`src/rtl/weight_stream_loader_if.sv`:
```
`default_nettype none
// +----------------------------------------------------------------------------+
// | weight_stream_loader_if                                                    |
// | HLS ap_fifo input stream plus ap_memory read port of the weight loader.    |
// | Revision: 1.0                                                              |
// +----------------------------------------------------------------------------+
interface weight_stream_loader_if #(
  parameter int DATA_WIDTH = 16,
  parameter int ADDR_WIDTH = 9
) ();

  logic [DATA_WIDTH-1:0] input_V_dout;
  logic                  input_V_empty_n;
  logic                  input_V_read;
  logic [ADDR_WIDTH-1:0] weight_V_address0;
  logic                  weight_V_ce0;
  logic [DATA_WIDTH-1:0] weight_V_q0;

  // The loader is the slave: it pops the stream and answers memory reads.
  modport slave (
    input  input_V_dout,
    input  input_V_empty_n,
    output input_V_read,
    input  weight_V_address0,
    input  weight_V_ce0,
    output weight_V_q0
  );

  modport master (
    output input_V_dout,
    output input_V_empty_n,
    input  input_V_read,
    output weight_V_address0,
    output weight_V_ce0,
    input  weight_V_q0
  );

endinterface
`default_nettype wire

```
`src/rtl/weight_stream_loader.sv`:
```
`default_nettype none
// +----------------------------------------------------------------------------+
// | weight_stream_loader                                                       |
// | Loads one kernel of coefficients from an ap_fifo stream into local RAM     |
// | and serves it through a 1-cycle-latency ap_memory read port.               |
// | Revision: 1.0                                                              |
// +----------------------------------------------------------------------------+
module weight_stream_loader #(
  parameter int MEM_SIZE   = 288,
  parameter int DATA_WIDTH = 16,
  parameter int ADDR_WIDTH = $clog2(MEM_SIZE)
) (
  input  wire logic              ap_clk,
  input  wire logic              ap_rst_n,
  input  wire logic              start,
  output logic                   ready,
  output logic [ADDR_WIDTH:0]    load_count,
  weight_stream_loader_if.slave  bus
);

  localparam int                  IDX_W      = (MEM_SIZE > 1) ? $clog2(MEM_SIZE) : 1;
  localparam logic [ADDR_WIDTH:0] C_MEM_SIZE = (ADDR_WIDTH+1)'(MEM_SIZE);
  localparam logic [ADDR_WIDTH:0] C_LAST     = (ADDR_WIDTH+1)'(MEM_SIZE - 1);

  typedef enum logic [1:0] {
    S_IDLE  = 2'd0,
    S_LOAD  = 2'd1,
    S_READY = 2'd2
  } state_t;

  state_t                r_state;
  logic                  r_ready;
  logic [ADDR_WIDTH:0]   r_load_count;
  logic [DATA_WIDTH-1:0] r_q0;
  logic [DATA_WIDTH-1:0] r_mem [MEM_SIZE];

  logic                  w_wr_en;
  logic                  w_last;
  logic [IDX_W-1:0]      w_wr_idx;
  logic [IDX_W-1:0]      w_rd_idx;
  logic                  w_rd_in_range;
  logic                  w_rd_en;

  // Popping is gated by state so the FIFO is never drained past one kernel.
  assign w_wr_en       = (r_state == S_LOAD) && bus.input_V_empty_n;
  assign w_last        = w_wr_en && (r_load_count == C_LAST);
  assign w_wr_idx      = r_load_count[IDX_W-1:0];
  assign w_rd_idx      = bus.weight_V_address0[IDX_W-1:0];
  assign w_rd_in_range = ({1'b0, bus.weight_V_address0} < C_MEM_SIZE);
  assign w_rd_en       = (r_state == S_READY) && bus.weight_V_ce0;

  assign bus.input_V_read = w_wr_en;
  assign bus.weight_V_q0  = r_q0;
  assign ready            = r_ready;
  assign load_count       = r_load_count;

  // Kernel storage has no reset so it maps onto block RAM.
  always_ff @(posedge ap_clk) begin
    if (w_wr_en) begin
      r_mem[w_wr_idx] <= bus.input_V_dout;
    end
  end

  always_ff @(posedge ap_clk or negedge ap_rst_n) begin
    if (!ap_rst_n) begin
      r_state      <= S_IDLE;
      r_ready      <= 1'b0;
      r_load_count <= '0;
      r_q0         <= '0;
    end else begin
      if (w_rd_en) begin
        r_q0 <= w_rd_in_range ? r_mem[w_rd_idx] : '0;
      end

      case (r_state)
        S_IDLE: begin
          if (start) begin
            r_state      <= S_LOAD;
            r_ready      <= 1'b0;
            r_load_count <= '0;
          end
        end

        S_LOAD: begin
          // start is deliberately not looked at here, including on the final write.
          if (w_wr_en) begin
            r_load_count <= r_load_count + 1'b1;
            if (w_last) begin
              r_state <= S_READY;
              r_ready <= 1'b1;
            end
          end
        end

        S_READY: begin
          if (start) begin
            r_state      <= S_LOAD;
            r_ready      <= 1'b0;
            r_load_count <= '0;
          end
        end

        default: begin
          r_state      <= S_IDLE;
          r_ready      <= 1'b0;
          r_load_count <= '0;
        end
      endcase
    end
  end

endmodule
`default_nettype wire

```
`src/flat_wrapper.sv`:
```
// flat-port wrapper written by rule: the top's interface ports become plain ports
module weight_stream_loader_flat 
#(
  parameter int MEM_SIZE   = 288,
  parameter int DATA_WIDTH = 16,
  parameter int ADDR_WIDTH = $clog2(MEM_SIZE)
)
  (ap_clk, ap_rst_n, start, ready, load_count, bus_input_V_dout, bus_input_V_empty_n, bus_input_V_read, bus_weight_V_address0, bus_weight_V_ce0, bus_weight_V_q0);
  weight_stream_loader_if #(.DATA_WIDTH(DATA_WIDTH), .ADDR_WIDTH(ADDR_WIDTH)) bus_i ();
  input  wire logic ap_clk;
  input  wire logic ap_rst_n;
  input  wire logic start;
  output logic ready;
  output logic [ADDR_WIDTH:0] load_count;
  input wire logic [$bits(bus_i.input_V_dout)-1:0] bus_input_V_dout;
  input wire logic [$bits(bus_i.input_V_empty_n)-1:0] bus_input_V_empty_n;
  output wire logic [$bits(bus_i.input_V_read)-1:0] bus_input_V_read;
  input wire logic [$bits(bus_i.weight_V_address0)-1:0] bus_weight_V_address0;
  input wire logic [$bits(bus_i.weight_V_ce0)-1:0] bus_weight_V_ce0;
  output wire logic [$bits(bus_i.weight_V_q0)-1:0] bus_weight_V_q0;
  assign bus_i.input_V_dout = bus_input_V_dout;
  assign bus_i.input_V_empty_n = bus_input_V_empty_n;
  assign bus_input_V_read = bus_i.input_V_read;
  assign bus_i.weight_V_address0 = bus_weight_V_address0;
  assign bus_i.weight_V_ce0 = bus_weight_V_ce0;
  assign bus_weight_V_q0 = bus_i.weight_V_q0;
  weight_stream_loader #(.MEM_SIZE(MEM_SIZE), .DATA_WIDTH(DATA_WIDTH), .ADDR_WIDTH(ADDR_WIDTH)) u_core (.ap_clk(ap_clk), .ap_rst_n(ap_rst_n), .start(start), .ready(ready), .load_count(load_count), .bus(bus_i));
endmodule
```
`config.mk`:
```
export PLATFORM = sky130hd
export DESIGN_NAME = weight_stream_loader_flat
export DESIGN_NICKNAME = d
export VERILOG_FILES = /design/src/rtl/weight_stream_loader_if.sv /design/src/rtl/weight_stream_loader.sv /design/src/flat_wrapper.sv
export SDC_FILE = /design/constraint.sdc
export NUM_CORES = 2
export LEC_CHECK = 0
export CORE_MARGIN = 2
export CORE_UTILIZATION = 30
export CTS_CLUSTER_DIAMETER = 50
export DETAILED_ROUTE_END_ITERATION = 10
export PLACE_DENSITY_LB_ADDON = 0.3
export SLEW_MARGIN = 20
export SYNTH_ARGS = -nofsm -noshare
export SYNTH_HDL_FRONTEND = slang
export SYNTH_MEMORY_MAX_BITS = 65536
export SYNTH_SLANG_ARGS = --single-unit
```
`constraint.sdc`:
```
create_clock -name ap_clk -period 5.9 [get_ports ap_clk]
set_input_delay 1.18 -clock ap_clk [delete_from_list [all_inputs] [get_ports ap_clk]]
set_output_delay 1.18 -clock ap_clk [all_outputs]
set_load 0.05 [all_outputs]
```
## Word level (Yosys, flattened, before mapping)

Memory sizes are Yosys's and may differ from the RTL's.
Index checks and enable logic that the tools add are counted.

| word-level totals | value |
|---|---|
| bits in writable memories | 4608 |
| input port bits | 30 |
| memories | 1 |
| word-level logic and storage cells | 34 |
| register bits | 29 |

Memory list:

| name | depth | bits a word | read ports | clocked after memory_dff | wr ports | line | RTL |
|---|---|---|---|---|---|---|---|
| u_core.r_mem | 288 | 16 | 1 | 0 | 1 | weight_stream_loader.sv:35 | `logic [DATA_WIDTH-1:0] r_mem [MEM_SIZE];` |

| cells by class | value |
|---|---|
| magnitude comparators | 1 |
| reductions and logical operators | 7 |
| add/sub/neg operators | 1 |
| eq/ne operators | 6 |
| mux-type cells | 14 |

Operator list:

| kind | count |
|---|---|
| 10-bit 2-to-1 mux | 2 |
| 10-bit case mux with 2 select lines | 1 |
| 16-bit 2-to-1 mux | 1 |
| 10-bit by 1-bit adder with 10-bit output, second input constant | 1 |
| 10-bit by 9-bit equality test with 1-bit output, second input constant | 1 |
| 9-bit less-than comparator, second input constant | 1 |
| 2-bit 2-to-1 mux | 3 |
| 2-bit by 1-bit != test with 1-bit output, second input constant | 3 |
| 1-bit 2-to-1 mux | 5 |
| 2-bit case mux with 2 select lines | 1 |
| 1-bit logical AND | 3 |
| 3-bit AND reduction | 1 |
| 2-bit by 1-bit equality test with 1-bit output, second input constant | 1 |
| 2-bit equality test, second input constant | 1 |
| 2-bit zero test | 1 |
| 1-bit case mux with 2 select lines | 1 |
| 2-bit AND reduction | 1 |
| 2-bit OR reduction | 1 |

## Depth between registers and ports, before layout

| logic depth | value |
|---|---|
| depth in word-level cells | 6 |
| gate-level depth with buffers | 14 |
| depth with buffers taken out | 7 |

## Worst setup path after synthesis

Ideal clock, no wire load.

| timing path | value |
|---|---|
| path kind | in2reg |
| start point | input bus_weight_V_address0[0] |
| end point | register u_core.r_q0[8] (netlist: u_core.bus.weight_V_q0[8]) |
| required time | 5.765 ns |
| setup slack | 2.385 ns |
| data arrival time | 3.380 ns |
| stages | 11 |
| path buffers | 5 |
| library setup time | 0.135 ns |
| cell sequence | buf_6 buf_8 buf_8 buf_6 buf_2 mux4_2 mux4_2 mux2i_1 nor2_1 a21oi_1 o31ai_1 |

| between the ends | value |
|---|---|
| longest elaborated chain between the ends | 2 |
| elaborated cells between the ends (all ways) | 3 |
| those cells by class | order compare: 1; mux: 1; memory: 1 |

Ends and longest elaborated chain:

| what | line | RTL |
|---|---|---|
| start, declared | flat_wrapper.sv:18 | `input wire logic [$bits(bus_i.weight_V_address0)-1:0] bus_weight_V_address0;` |
| memory 288 x 16 bit or 9-bit less-than comparator (tied branches) | n/a |  |
| 16-bit 2-to-1 mux (*) | weight_stream_loader.sv:72 | `r_q0 <= w_rd_in_range ? r_mem[w_rd_idx] : '0;` |
| end signal, assigned | weight_stream_loader.sv:72 |  |
| end, declared | weight_stream_loader.sv:34 | `logic [DATA_WIDTH-1:0] r_q0;` |

Every way passes the cells marked *; elsewhere a longest branch is shown, timed or not.
A chain may end at the register's enable or synchronous reset.

## Worst setup path after layout

| timing path | value |
|---|---|
| start point | input bus_weight_V_address0[5] |
| end point | register u_core.r_q0[9] (netlist: u_core.bus.weight_V_q0[9]) |

The elaborated chain is that of the path after synthesis.

==> metrics.txt <==
final total power=roughly 73 mW; Root Buffer=clkbuf_16; crit path kind=input pin to register; static power due to leakage=64.7 nW; minimum period implied by the final worst setup slack=around 5 ns; Sequential cell area=roughly 0.14 sq mm; Avg Cell Area, Syn=22.7 sq um; library cell with the largest summed area after synthesis=edfxtp_1; vias=around 89000; worst setup timing slack at the placement stage=0.0715 ns; kind of start point of the critical path=input pin; tightest hold margin=0.253 ns; Net count, final=approximately 8600; Placed Cells incl. Taps=approximately 16000; max_cap viols=0; cell row count=282; clock latency of the later-clocked register in the worst-skew pair=roughly 1.1 ns; Clk pin slew, worst setup/hold paths=~0.060 ns; startpoint of the worst-slack reg-to-reg timing path=u_core.r_state[0]; depth of the CTS H-tree=6; share of cells above drive strength 1=31.1%; total of cells resized after clock tree synthesis=0; detail-routed net length per standard cell=about 33 microns; number of nets produced by synthesis=~7900; count of flip-flops with a built-in enable after synthesis=about 4600; number of buffers between clock root and the deepest sink=4; post-route cell area=0.209 sq mm; residual DRC count=0; wl on met1=between 200000 and 250000 microns; multi-input combinational cell area=roughly 0.037 sq mm; Rel. slew slack=between 10% and 20%; leading post-synthesis cells by cell area=edfxtp_1, mux4_2, mux2i_1, nor2_1, a22oi_1; height of the die=~770 microns; total setup buffers inserted after CTS=0; highest net fanout along the worst path=16; total I/O pin count=58; required time of the critical path=6.85 ns; Port Buf Inserts=between 50 and 60; critical path endpoint category=register; power density over the cells=between 300 and 400 mW/mm^2; Synth Register Bits=around 4600; count of synthesis-stage warnings from yosys=0; number of antenna violations at the first check in global routing=42; pin slew with the least headroom to its limit=about 1.2 ns; final cycle utilization of the critical path=about 83%; total routing usage reported by global routing=between 10% and 20%; post-layout util=35.5%; Hold Violations, Final=0; area of the core=0.590 sq mm; most numerous cell in the Yosys netlist=edfxtp_1; 1st-iter DRT viols=between 10000 and 15000; summed instance area of the synthesized netlist=0.178 sq mm; count of fill cells added during filler insertion=roughly 54000; Max Clock Skew=0.0783 ns; share of Yosys cell area claimed by the top area cell type=77.7%; top routing layer in use=met5; startpoint of the worst setup timing path=bus_weight_V_address0[5]; top cells by count, synth=edfxtp_1, mux4_2, nor2_1; library cells used by synthesis=66; clock tree from TritonCTS=yes; GPL Wtd Cong=0.879; antenna-violating nets left=0; instance count of the mapped netlist=between 7000 and 8000; Final Max Slew Viols=0; VDD IR-drop max=between 0.3 and 0.4 mV; count of placed standard cells in the final layout, fillers left out=between 15000 and 20000; arrival time at the worst endpoint=approximately 5.9 ns; vias per cell=5.33; type of the worst min-delay path=input pin to async pin; number of buffers added by the clock tree synthesis step=526; fraction of registers with async set/reset=less than 1%; metal2 WL=254000 microns; first-pass GRT wire length=about 750000 microns; total global routing overflow=0; met3 wire length=roughly 48000 microns; effective utilization at floorplan=between 30% and 40%; Die Footprint=about 0.6 sq mm; post-detailed-placement half-perimeter wirelength=roughly 340000 microns; final count of negative-setup-slack endpoints=0; Final Worst Setup Slack=between 0.9 and 1 ns; Layout Area Growth over Synthesis=17.6%; clock sink total=approximately 4600; Post-Place Cell Area=approximately 0.19 sq mm; unrepaired setup endpoints after global routing=no; wirelength, routed=between 500000 and 600000 microns; Fin Setup TNS=0 ns; ys flop type=edfxtp_1; outcome=finished, final reports clean; Max Fclk=slightly above 0.2 GHz; sequential share of the synthesized area=between 70 and 80%; hold buffer count at cts=0; via count of the first global-routing pass=roughly 89000; width of the die=slightly below 800 microns; largest net degree at the start of global routing=~180; number of search-and-repair iterations in the first detailed-routing pass=6
## registers in the layout, indices dropped and copies added (netlist names)
signal and count:
u_core.load_count 10, u_core.r_mem 4608, u_core.ready 1, u_core.r_state 2, u_core.bus.weight_V_q0 16
## placed cells by master (no fill, tap or decap), drive strengths merged, types with 23 or more instances in the layout
| cell | n |
|---|---|
| mux4 | 1182 |
| o22ai | 64 |
| inv | 48 |
| bufinv | 43 |
| a221oi | 23 |
| clkdlybuf4s50 | 32 |
| a21oi | 111 |
| nor2b | 31 |
| buf | 611 |
| clkinv | 183 |
| nor2 | 352 |
| nand2 | 167 |
| a31oi | 23 |
| clkbuf | 653 |
| dfrtp | 29 |
| nor3 | 40 |
| nand3 | 61 |
| a22oi | 130 |
| o21ai | 36 |
| edfxtp | 4608 |
| mux2i | 251 |
## power breakdown
part | switching [mW] | internal (mW) | total, mW
logic | 3.03 | 1.34 | 4.38
registers | 0.0925 | 36.4 | 36.5
clock network | 13.5 | 18.9 | 32.4
total | 16.6 | 56.7 | 73.3
## critical path, cell delays in order
cell,delay [ns]
buf_4,0.34
inv_1,0.61
nor2_1,1.09
nand2_1,0.81
o22ai_1,0.89
or4_1,0.31
nor4_1,0.08
buf_4,0.19
o31ai_1,0.26
## final cells by class
| type | instances | area share, % |
|---|---|---|
| multi-input combinational | 2739 | 17.7 |
| clock inverter | 286 | 1.52 |
| inverter | 9 | 0.0173 |
| sequential | 4637 | 66.5 |
| antenna | 18 | 0.0215 |
| clock buffer | 653 | 6.68 |
| tap | 7810 | 4.67 |
| timing repair buffer | 643 | 2.89 |
## worst paths after layout
check	endpoint	cells past startpoint	slack [ns]
min reg2reg	u_core.ready	1	0.51
max in group asynchronous	u_core.bus.weight_V_q0[3]	1	5.00
min in group ap_clk	u_core.ready	1	0.51
max	u_core.bus.weight_V_q0[9]	9	1.0
max reg2reg	u_core.r_mem[18][8]	6	1.86
min	u_core.ready	1	0.25
## per-layer routing
metal	up-vias	track usage, %
met5	-	0
met4	6	6.70
met3	872	3.38
met2	4771	27.8
met1	48900	24.8
li1	34900	-
## cells by family (layout without fill, tap and decap cells)
family,after synthesis,count (layout),synth area share [%]
and+or+nand+nor,749,749,1.87
adders and majority gates,4,4,0.0281
other,0,18,0
AOI/OAI and AO/OA,526,526,2.04
muxes,1454,1454,16.5
buffers and inverters,450,1591,1.38
DFF,4637,4637,78.2
xor gates and xnor gates,6,6,0.0295
(Power assumes the default switching activity.)
